[src/rtl/sha3_digest_axis_tx_if.sv]
// AXI-Stream bus bundle for the SHA-3 digest transmitter.
// The master drives data/valid/last/user/keep; the slave returns ready.
interface sha3_digest_axis_tx_if #(
    parameter int DATA_WIDTH = 16
);
    logic                      M_TVALID;
    logic                      M_TREADY;
    logic [DATA_WIDTH-1:0]     M_TDATA;
    logic                      M_TLAST;
    logic [3:0]                M_TUSER;
    logic [DATA_WIDTH/8-1:0]   M_TKEEP;

    modport master (
        output M_TVALID,
        output M_TDATA,
        output M_TLAST,
        output M_TUSER,
        output M_TKEEP,
        input  M_TREADY
    );

    modport slave (
        input  M_TVALID,
        input  M_TDATA,
        input  M_TLAST,
        input  M_TUSER,
        input  M_TKEEP,
        output M_TREADY
    );
endinterface

[src/rtl/sha3_digest_axis_tx.sv]
// SHA-3 result transmitter: captures a 1600-bit Keccak state in one handshake
// and streams it out over AXI-Stream, most-significant word first.
// Digest mode sends only the SHA-224/256/384/512 digest words; raw mode sends
// the whole state. TLAST marks the final beat, TUSER[3] the first one.
// Optional build macro SHA3_TX_BYTESWAP_EN: byte-reverse every outgoing word
// for little-endian host buffers (beat order and TLAST unaffected).
module sha3_digest_axis_tx #(
    parameter int DATA_WIDTH = 16,
    parameter int STATE_W    = 1600
) (
    input  logic                 ACLK,
    input  logic                 ARESET,
    input  logic [STATE_W-1:0]   state_i,
    input  logic                 state_valid_i,
    output logic                 state_ready_o,
    input  logic                 mode_i,
    input  logic [1:0]           user_i,
    sha3_digest_axis_tx_if.master m_axis,
    output logic                 busy_o
);

    localparam int KEEP_W = DATA_WIDTH / 8;
    localparam int CNT_W  = 8;

    localparam logic [0:0] IDLE = 1'b0;
    localparam logic [0:0] SEND = 1'b1;

    logic [0:0]          fsm_q;
    logic [CNT_W-1:0]    cnt_q;
    logic [STATE_W-1:0]  shift_p0;
    logic                vld_p0;
    logic                last_p0;
    logic [3:0]          user_p0;
    logic [CNT_W-1:0]    n_beats;

    // Number of beats in a packet for the given mode and SHA variant.
    function automatic logic [CNT_W-1:0] beat_count(input logic mode, input logic [1:0] user);
        int unsigned bits;
        case (user)
            2'd0:    bits = 224;
            2'd1:    bits = 256;
            2'd2:    bits = 384;
            default: bits = 512;
        endcase
        if (!mode) begin
            bits = STATE_W;
        end
        beat_count = CNT_W'(bits / DATA_WIDTH);
    endfunction

    // Output word ordering; byte reversal is a no-op for single-byte words.
    function automatic logic [DATA_WIDTH-1:0] byte_order(input logic [DATA_WIDTH-1:0] w);
        logic [DATA_WIDTH-1:0] r;
`ifdef SHA3_TX_BYTESWAP_EN
        for (int b = 0; b < KEEP_W; b++) begin
            r[8*b +: 8] = w[DATA_WIDTH-8-8*b +: 8];
        end
`else
        r = w;
`endif
        return r;
    endfunction

    assign n_beats = beat_count(mode_i, user_i);

    // Capture, serialise and hand off beats; reset discards any packet in flight.
    always_ff @(posedge ACLK) begin
        if (ARESET) begin
            fsm_q    <= IDLE;
            cnt_q    <= '0;
            shift_p0 <= '0;
            vld_p0   <= 1'b0;
            last_p0  <= 1'b0;
            user_p0  <= 4'd0;
        end else begin
            case (fsm_q)
                IDLE: begin
                    if (state_valid_i) begin
                        shift_p0 <= state_i;
                        cnt_q    <= n_beats - CNT_W'(1);
                        user_p0  <= {1'b1, mode_i, user_i};
                        vld_p0   <= 1'b1;
                        last_p0  <= (n_beats == CNT_W'(1));
                        fsm_q    <= SEND;
                    end
                end
                SEND: begin
                    if (vld_p0 && m_axis.M_TREADY) begin
                        if (last_p0) begin
                            vld_p0  <= 1'b0;
                            last_p0 <= 1'b0;
                            user_p0 <= 4'd0;
                            fsm_q   <= IDLE;
                        end else if (cnt_q != '0) begin
                            shift_p0   <= shift_p0 << DATA_WIDTH;
                            cnt_q      <= cnt_q - CNT_W'(1);
                            user_p0[3] <= 1'b0;
                            last_p0    <= (cnt_q == CNT_W'(1));
                        end
                    end
                end
                default: fsm_q <= IDLE;
            endcase
        end
    end

    assign state_ready_o   = (fsm_q == IDLE);
    assign busy_o          = (fsm_q == SEND);
    assign m_axis.M_TVALID = vld_p0;
    assign m_axis.M_TLAST  = last_p0;
    assign m_axis.M_TUSER  = user_p0;
    assign m_axis.M_TDATA  = byte_order(shift_p0[STATE_W-1 -: DATA_WIDTH]);
    assign m_axis.M_TKEEP  = {KEEP_W{vld_p0}};

endmodule

[src/flat_wrapper.sv]
// flat-port wrapper written by rule: the top's interface ports become plain ports
module sha3_digest_axis_tx_flat 
#(
    parameter int DATA_WIDTH = 16,
    parameter int STATE_W    = 1600
)
  (ACLK, ARESET, state_i, state_valid_i, state_ready_o, mode_i, user_i, busy_o, m_axis_M_TVALID, m_axis_M_TDATA, m_axis_M_TLAST, m_axis_M_TUSER, m_axis_M_TKEEP, m_axis_M_TREADY);
  sha3_digest_axis_tx_if #(.DATA_WIDTH(DATA_WIDTH)) m_axis_i ();
  input  logic ACLK;
  input  logic ARESET;
  input  logic [STATE_W-1:0] state_i;
  input  logic state_valid_i;
  output logic state_ready_o;
  input  logic mode_i;
  input  logic [1:0] user_i;
  output logic busy_o;
  output wire logic [$bits(m_axis_i.M_TVALID)-1:0] m_axis_M_TVALID;
  output wire logic [$bits(m_axis_i.M_TDATA)-1:0] m_axis_M_TDATA;
  output wire logic [$bits(m_axis_i.M_TLAST)-1:0] m_axis_M_TLAST;
  output wire logic [$bits(m_axis_i.M_TUSER)-1:0] m_axis_M_TUSER;
  output wire logic [$bits(m_axis_i.M_TKEEP)-1:0] m_axis_M_TKEEP;
  input wire logic [$bits(m_axis_i.M_TREADY)-1:0] m_axis_M_TREADY;
  assign m_axis_M_TVALID = m_axis_i.M_TVALID;
  assign m_axis_M_TDATA = m_axis_i.M_TDATA;
  assign m_axis_M_TLAST = m_axis_i.M_TLAST;
  assign m_axis_M_TUSER = m_axis_i.M_TUSER;
  assign m_axis_M_TKEEP = m_axis_i.M_TKEEP;
  assign m_axis_i.M_TREADY = m_axis_M_TREADY;
  sha3_digest_axis_tx #(.DATA_WIDTH(DATA_WIDTH), .STATE_W(STATE_W)) u_core (.ACLK(ACLK), .ARESET(ARESET), .state_i(state_i), .state_valid_i(state_valid_i), .state_ready_o(state_ready_o), .mode_i(mode_i), .user_i(user_i), .m_axis(m_axis_i), .busy_o(busy_o));
endmodule
[config.mk]
export PLATFORM = sky130hd
export DESIGN_NAME = sha3_digest_axis_tx_flat
export DESIGN_NICKNAME = d
export VERILOG_FILES = /design/src/rtl/sha3_digest_axis_tx_if.sv /design/src/rtl/sha3_digest_axis_tx.sv /design/src/flat_wrapper.sv
export SDC_FILE = /design/constraint.sdc
export NUM_CORES = 2
export LEC_CHECK = 0
export BUFFER_PORTS_ARGS = -buffer_cell sky130_fd_sc_hd__buf_4
export CAP_MARGIN = 25
export CORE_AREA = 2 2 633 635
export CTS_CLUSTER_SIZE = 40
export DETAILED_ROUTE_END_ITERATION = 16
export DIE_AREA = 0 0 635 637
export GPL_ROUTABILITY_DRIVEN = 0
export PLACE_DENSITY_LB_ADDON = 0.12
export SYNTH_ARGS = -nofsm -noshare
export SYNTH_HDL_FRONTEND = slang
export SYNTH_SLANG_ARGS = --single-unit
[constraint.sdc]
create_clock -name ACLK -period 4.7 [get_ports ACLK]
set_clock_uncertainty 0.1 [all_clocks]
set_input_delay 0.94 -clock ACLK [delete_from_list [all_inputs] [get_ports ACLK]]
set_output_delay 0.94 -clock ACLK [all_outputs]
set_load 0.01 [all_outputs]
; ---- Yosys cells after proc, flatten, opt, wreduce, memory -nomap -nowiden
; Cells that the tools add are included.
[totals]
word_cells = 58
register_bits = 1615
input_bits = 1607
[classes]
n_reduce_logical = 7
bitwise_logic = 1
mux = 31
eq_ne = 10
addsub = 2
[op_table]
columns = op, n
row1 = 1600-bit 2-to-1 mux, 4
row2 = 1600-bit case mux with 2 select lines, 1
row3 = 8-bit 2-to-1 mux, 4
row4 = 10-bit case mux with 3 select lines, 1
row5 = 8-bit case mux with 2 select lines, 1
row6 = 1-bit 2-to-1 mux, 12
row7 = 11-bit 2-to-1 mux, 1
row8 = 2-bit inequality test (second input constant), 5
row9 = 8-bit by 1-bit equality test with 1-bit output (second input constant), 1
row10 = 4-bit 2-to-1 mux, 2
row11 = 4-bit case mux with 2 select lines, 1
row12 = 8-bit nonzero test, 1
row13 = 7-bit by 1-bit subtractor with 8-bit output (second input constant), 1
row14 = 8-bit by 1-bit subtractor with 8-bit output (second input constant), 1
row15 = 7-bit by 1-bit equality test with 1-bit output (second input constant), 1
row16 = 1-bit case mux with 2 select lines, 3
row17 = 3-bit AND reduction, 2
row18 = 4-bit AND reduction, 1
row19 = 3-bit 2-to-1 mux, 1
row20 = 3-bit inequality test (second input constant), 1
row21 = 2-bit by 1-bit equality test with 1-bit output (second input constant), 1
row22 = 2-bit equality test (second input constant), 1
row23 = 2-bit logical NOT, 1
row24 = 2-bit AND reduction, 1
row25 = 2 further kinds, 2

; ---- Longest topological paths before layout
[depth]
depth_word = 6
ltp_mapped = 10
mapped_depth_nobuf = 6

; ---- Worst setup path before layout
; Ideal clock, no wire load.
[synth_path]
path_type = input port to flip-flop
from = input state_valid_i
to = register u_core.shift_p0[1179]
n_path_buf = 4
path_stages = 8
t_arrival_ps = 2291
required_time_ps = 4519
setup_ps = 81
path_slack_ps = 2228
path_cell_list = nor2b_1 > o22a_1 > buf_2 > buf_2 > clkbuf_1 > buf_2 > nor2_1 > a211oi_2
[synth_between]
elab_chain_cells = 2
[synth_lines]
columns = element, line
row1 = "start, declared", flat_wrapper.sv:12  ; input logic state_valid_i;
row2 = 2-bit inequality test (no source line), -
row3 = 4-bit AND reduction (no source line), -
row4 = "end signal, assigned", sha3_digest_axis_tx.sv:79  ; shift_p0 <= state_i;
row5 = "end signal, assigned", sha3_digest_axis_tx.sv:95  ; shift_p0 <= shift_p0 << DATA_WIDTH;
row6 = "end, declared", sha3_digest_axis_tx.sv:30  ; logic [STATE_W-1:0] shift_p0;
; No other way between the ends.
; A chain may end at the register's enable or synchronous reset.

; ---- Worst setup path after layout
[layout_path]
from = register u_core.fsm_q (netlist: u_core.busy_o)
to = output state_ready_o
[layout_between]
elab_chain_cells = 1
[layout_lines]
columns = element, line
row1 = "start, declared", sha3_digest_axis_tx.sv:28  ; logic [0:0] fsm_q;
row2 = "start signal, assigned", sha3_digest_axis_tx.sv:69  ; fsm_q <= IDLE;
row3 = "start signal, assigned", sha3_digest_axis_tx.sv:84  ; fsm_q <= SEND;
row4 = "start signal, assigned", sha3_digest_axis_tx.sv:93  ; fsm_q <= IDLE;
row5 = 1-bit inverter, sha3_digest_axis_tx.sv:107  ; assign state_ready_o = (fsm_q == IDLE);
row6 = "end, declared", flat_wrapper.sv:13  ; output logic state_ready_o;
; No other way between the ends.

==> impl_metrics.csv <==
group,metric,value,unit
status,status,"finished, final reports clean",
sta,tns,0,ns
synth,synth_flop_cell,"dfxtp_1",
setup_path,cp.arrival,2.70,ns
pwr,powerDensity,403,nW/um^2
clocking,cts.path.max_buffers,4,
synth,ys_ff_latch,1615,
global_routing,grt_remaining_overflow,0,
routing,routedWlPerCell,24.7,um
synth,synth-seq-area-share,41.4,%
synth,yosysTopAreaCellShare,41.4,%
layout,syn2layout_area_growth,31.2,%
setup_path,crit_family,"buffers and inverters",
layout,final_area,102000,sq um
synth,async_flop_share,0,%
sta,period_share,79.7,%
synth,synthMostInstantiatedCell,"dfxtp_1",
sta,maxSlewViolCount,0,
global_routing,grt_usage,16.3,%
setup_path,crit_chain,"buf_4, inv_1, buf_4",
die,pin_count,1633,
layout,drive_above_1_share,42.5,%
synth,synth_area,78100,sq um
clocking,cts_setup_buffers,0,
clocking,ctsHoldBuffers,0,
clocking,clkSinkCount,1615,
clocking,insertion_delay,0.90,ns
die,fp.coreArea,398000,sq um
synth,synth_cells,7230,
setup_path,cp_slowest_cell,"dfxtp_4",
sta,min_period,3.74,ns
setup_path,critical-path-max-stage-delay,0.75,ns
routing,drcViolationCount,0,
sta,rsz0062_at_grt,"no",
global_routing,grt_max_degree,173,
global_routing,grt_pass1_vias,60720,
global_routing,grt_pass1_wl,476000,um
layout,fill_cells,42295,
setup_path,critPathLaunchType,"flop",
clocking,post_cts_resized,0,
clocking,cts_tree,"done",
synth,synth_edf_count,0,
die,fp.dieW,635,um
global_routing,antenna_found_initial,220,
clocking,numCtsBuffers,212,
setup_path,worst-path-max-fanout,32,
layout,nNetsFinal,10097,
sta,setup_viol,0,
setup_path,cp_common_cell,"buf_4",
routing,viasPerCell,4.27,
hold_path,hold_path.class,"primary input to flop",
setup_path,worst-path-buf-inv,3,
synth,synth_common_cells,"1615 x dfxtp_1, 1609 x nor2_1, 1584 x a211oi_2, 1584 x mux2i_1, 418 x clkbuf_1",
routing,drtAntennaViolNets,0,
pwr,p_leak,38.4,nW
clocking,cts-htree-levels,4,
synth,synth.area.top_cells,"dfxtp_1 41%, a211oi_2 25%, mux2i_1 20%, nor2_1 7.7%, clkbuf_1 2.0%",
synth,synth.largest_area_cell,"dfxtp_1",
clocking,clk_pin_slew,0.06,ns
die,die_height,637,um
synth,avgSynthCellArea,10.8,sq um
die,num_rows,232,
place,portBuffers,1632,
routing,wl,346000,um
place,hpwlAfterDp,264000,um
routing,drt_iter0_markers,3075,
clocking,cts_root_buffer,"clkbuf_16",
sta,worst_slew_pin_slew,1.04,ns
routing,num_vias,59817,
sta,fmax,267,MHz
die,die-area,404000,sq um
setup_path,crit_type,"flop to output pin",
sta,slew_headroom,30.5,%
synth,synth_warnings,0,
synth,ys_types,39,
synth,syn_nets,8842,
place,postPlaceCellArea,95300,sq um
setup_path,crit_required,3.66,ns
flow_run,cap_violations,0,
routing,drtPass1Iterations,5,
pwr,vdd_ir_drop_max,0.342,mV
die,initial_core_util,19.6,%
sta,hold_viol,0,
setup_path,endpoint_kind,"output pin",
-- cell families after synthesis --
family                   Yosys count  share of synthesized area (%)
flip-flops                      1615                           41.4
adder cells (fa/ha/maj)            5                         0.0801
buffers and inverters            742                           4.37
AND/OR/NAND/NOR                 1648                           8.01
AO/OA/AOI/OAI                   1633                           25.8
multiplexers                    1584                           20.3
XOR/XNOR                           3                         0.0337
-- registers in the layout (all words and copies together), names as in the netlist --
signal / count
u_core.shift_p0: 1600
u_core.cnt_q: 8
u_core.m_axis.M_TUSER: 4
u_core.busy_o: 1
u_core.m_axis.M_TLAST: 1
u_core.m_axis.M_TVALID: 1
-- routing by layer --
layer  global-route usage [%]  vias to the layer above  routed length [um]
li1                         -                    28909                   -
met1                     18.7                    28694              139000
met2                     29.3                     1487              175000
met3                     4.74                      605               21400
met4                     4.52                      122                9200
met5                        0                        -                 771
-- worst reg2reg max path, stage by stage, from the launching register on --
cell and delay [ns]:
dfxtp_4 0.53, buf_4 0.37, nor2b_2 0.22, o22a_4 0.57
buf_12 0.33, buf_12 0.70, nor2_1 0.36, a211oi_2 0.23
-- final timing paths --
check | startpoint | endpoint | slack [ns] | cells after the start
worst min-delay path | state_i[1] | u_core.shift_p0[1]$_SDFFE_PP0P_ | 0.19 | 3
worst max-delay path | u_core.busy_o$_SDFF_PP0_ | state_ready_o | 0.96 | 3
worst max register to register | u_core.busy_o$_SDFF_PP0_ | u_core.shift_p0[1002]$_SDFFE_PP0P_ | 1.17 | 7
worst min register to register | u_core.m_axis.M_TUSER[1]$_SDFFE_PP0P_ | u_core.m_axis.M_TUSER[1]$_SDFFE_PP0P_ | 0.38 | 2
-- cell type report --
| class | count | area [sq um] | share of cell area (%) |
|---|---|---|---|
| diodes | 80 | 200 | 0.195 |
| inverters | 8 | 30.0 | 0.0293 |
| clock buffers | 338 | 6360 | 6.21 |
| flip-flops and latches | 1615 | 32300 | 31.6 |
| well taps | 5265 | 6590 | 6.43 |
| clock inverters | 50 | 573 | 0.560 |
| repair buffers | 1775 | 14000 | 13.6 |
| multi-input cells | 4873 | 42400 | 41.4 |
-- per-stage QoR --
step	cells	utilization (%)	worst slack [ns]	hold slack [ns]	power, mW
2_1_floorplan	7230	-	2.23	0.362	22.3
3_3_place_gp	13531	23.9	0.999	0.359	25.1
3_5_place_dp	13536	23.9	1.02	0.372	25.2
4_1_cts	13924	25.7	0.741	0.0760	42.3
5_1_grt	13966	25.7	0.734	0.119	43.5
6_report	14004	25.7	0.956	0.189	41.3
-- cell usage in the layout, fill, tap and decap left out, drive strengths merged, types with 2 or more instances in the layout --
master / instances
a211oi: 1585
a21oi: 12
a22oi: 16
buf: 1775
bufinv: 7
clkbuf: 338
clkinv: 37
dfxtp: 1615
diode: 80
ha: 5
inv: 13
mux2i: 1584
nand2: 13
nand2b: 2
nand3: 5
nor2: 1609
nor3: 8
nor4: 2
o21ai: 10
o22ai: 2
or3b: 2
or4b: 2
xnor2: 2
-- report_power, final --
group | internal (mW) | switching [mW] | total (mW)
combinational | 3.70 | 4.67 | 8.37
sequential | 15.3 | 1.11 | 16.4
clock | 9.63 | 6.89 | 16.5
total | 28.6 | 12.7 | 41.3
Power figures use the tool's default switching activity.
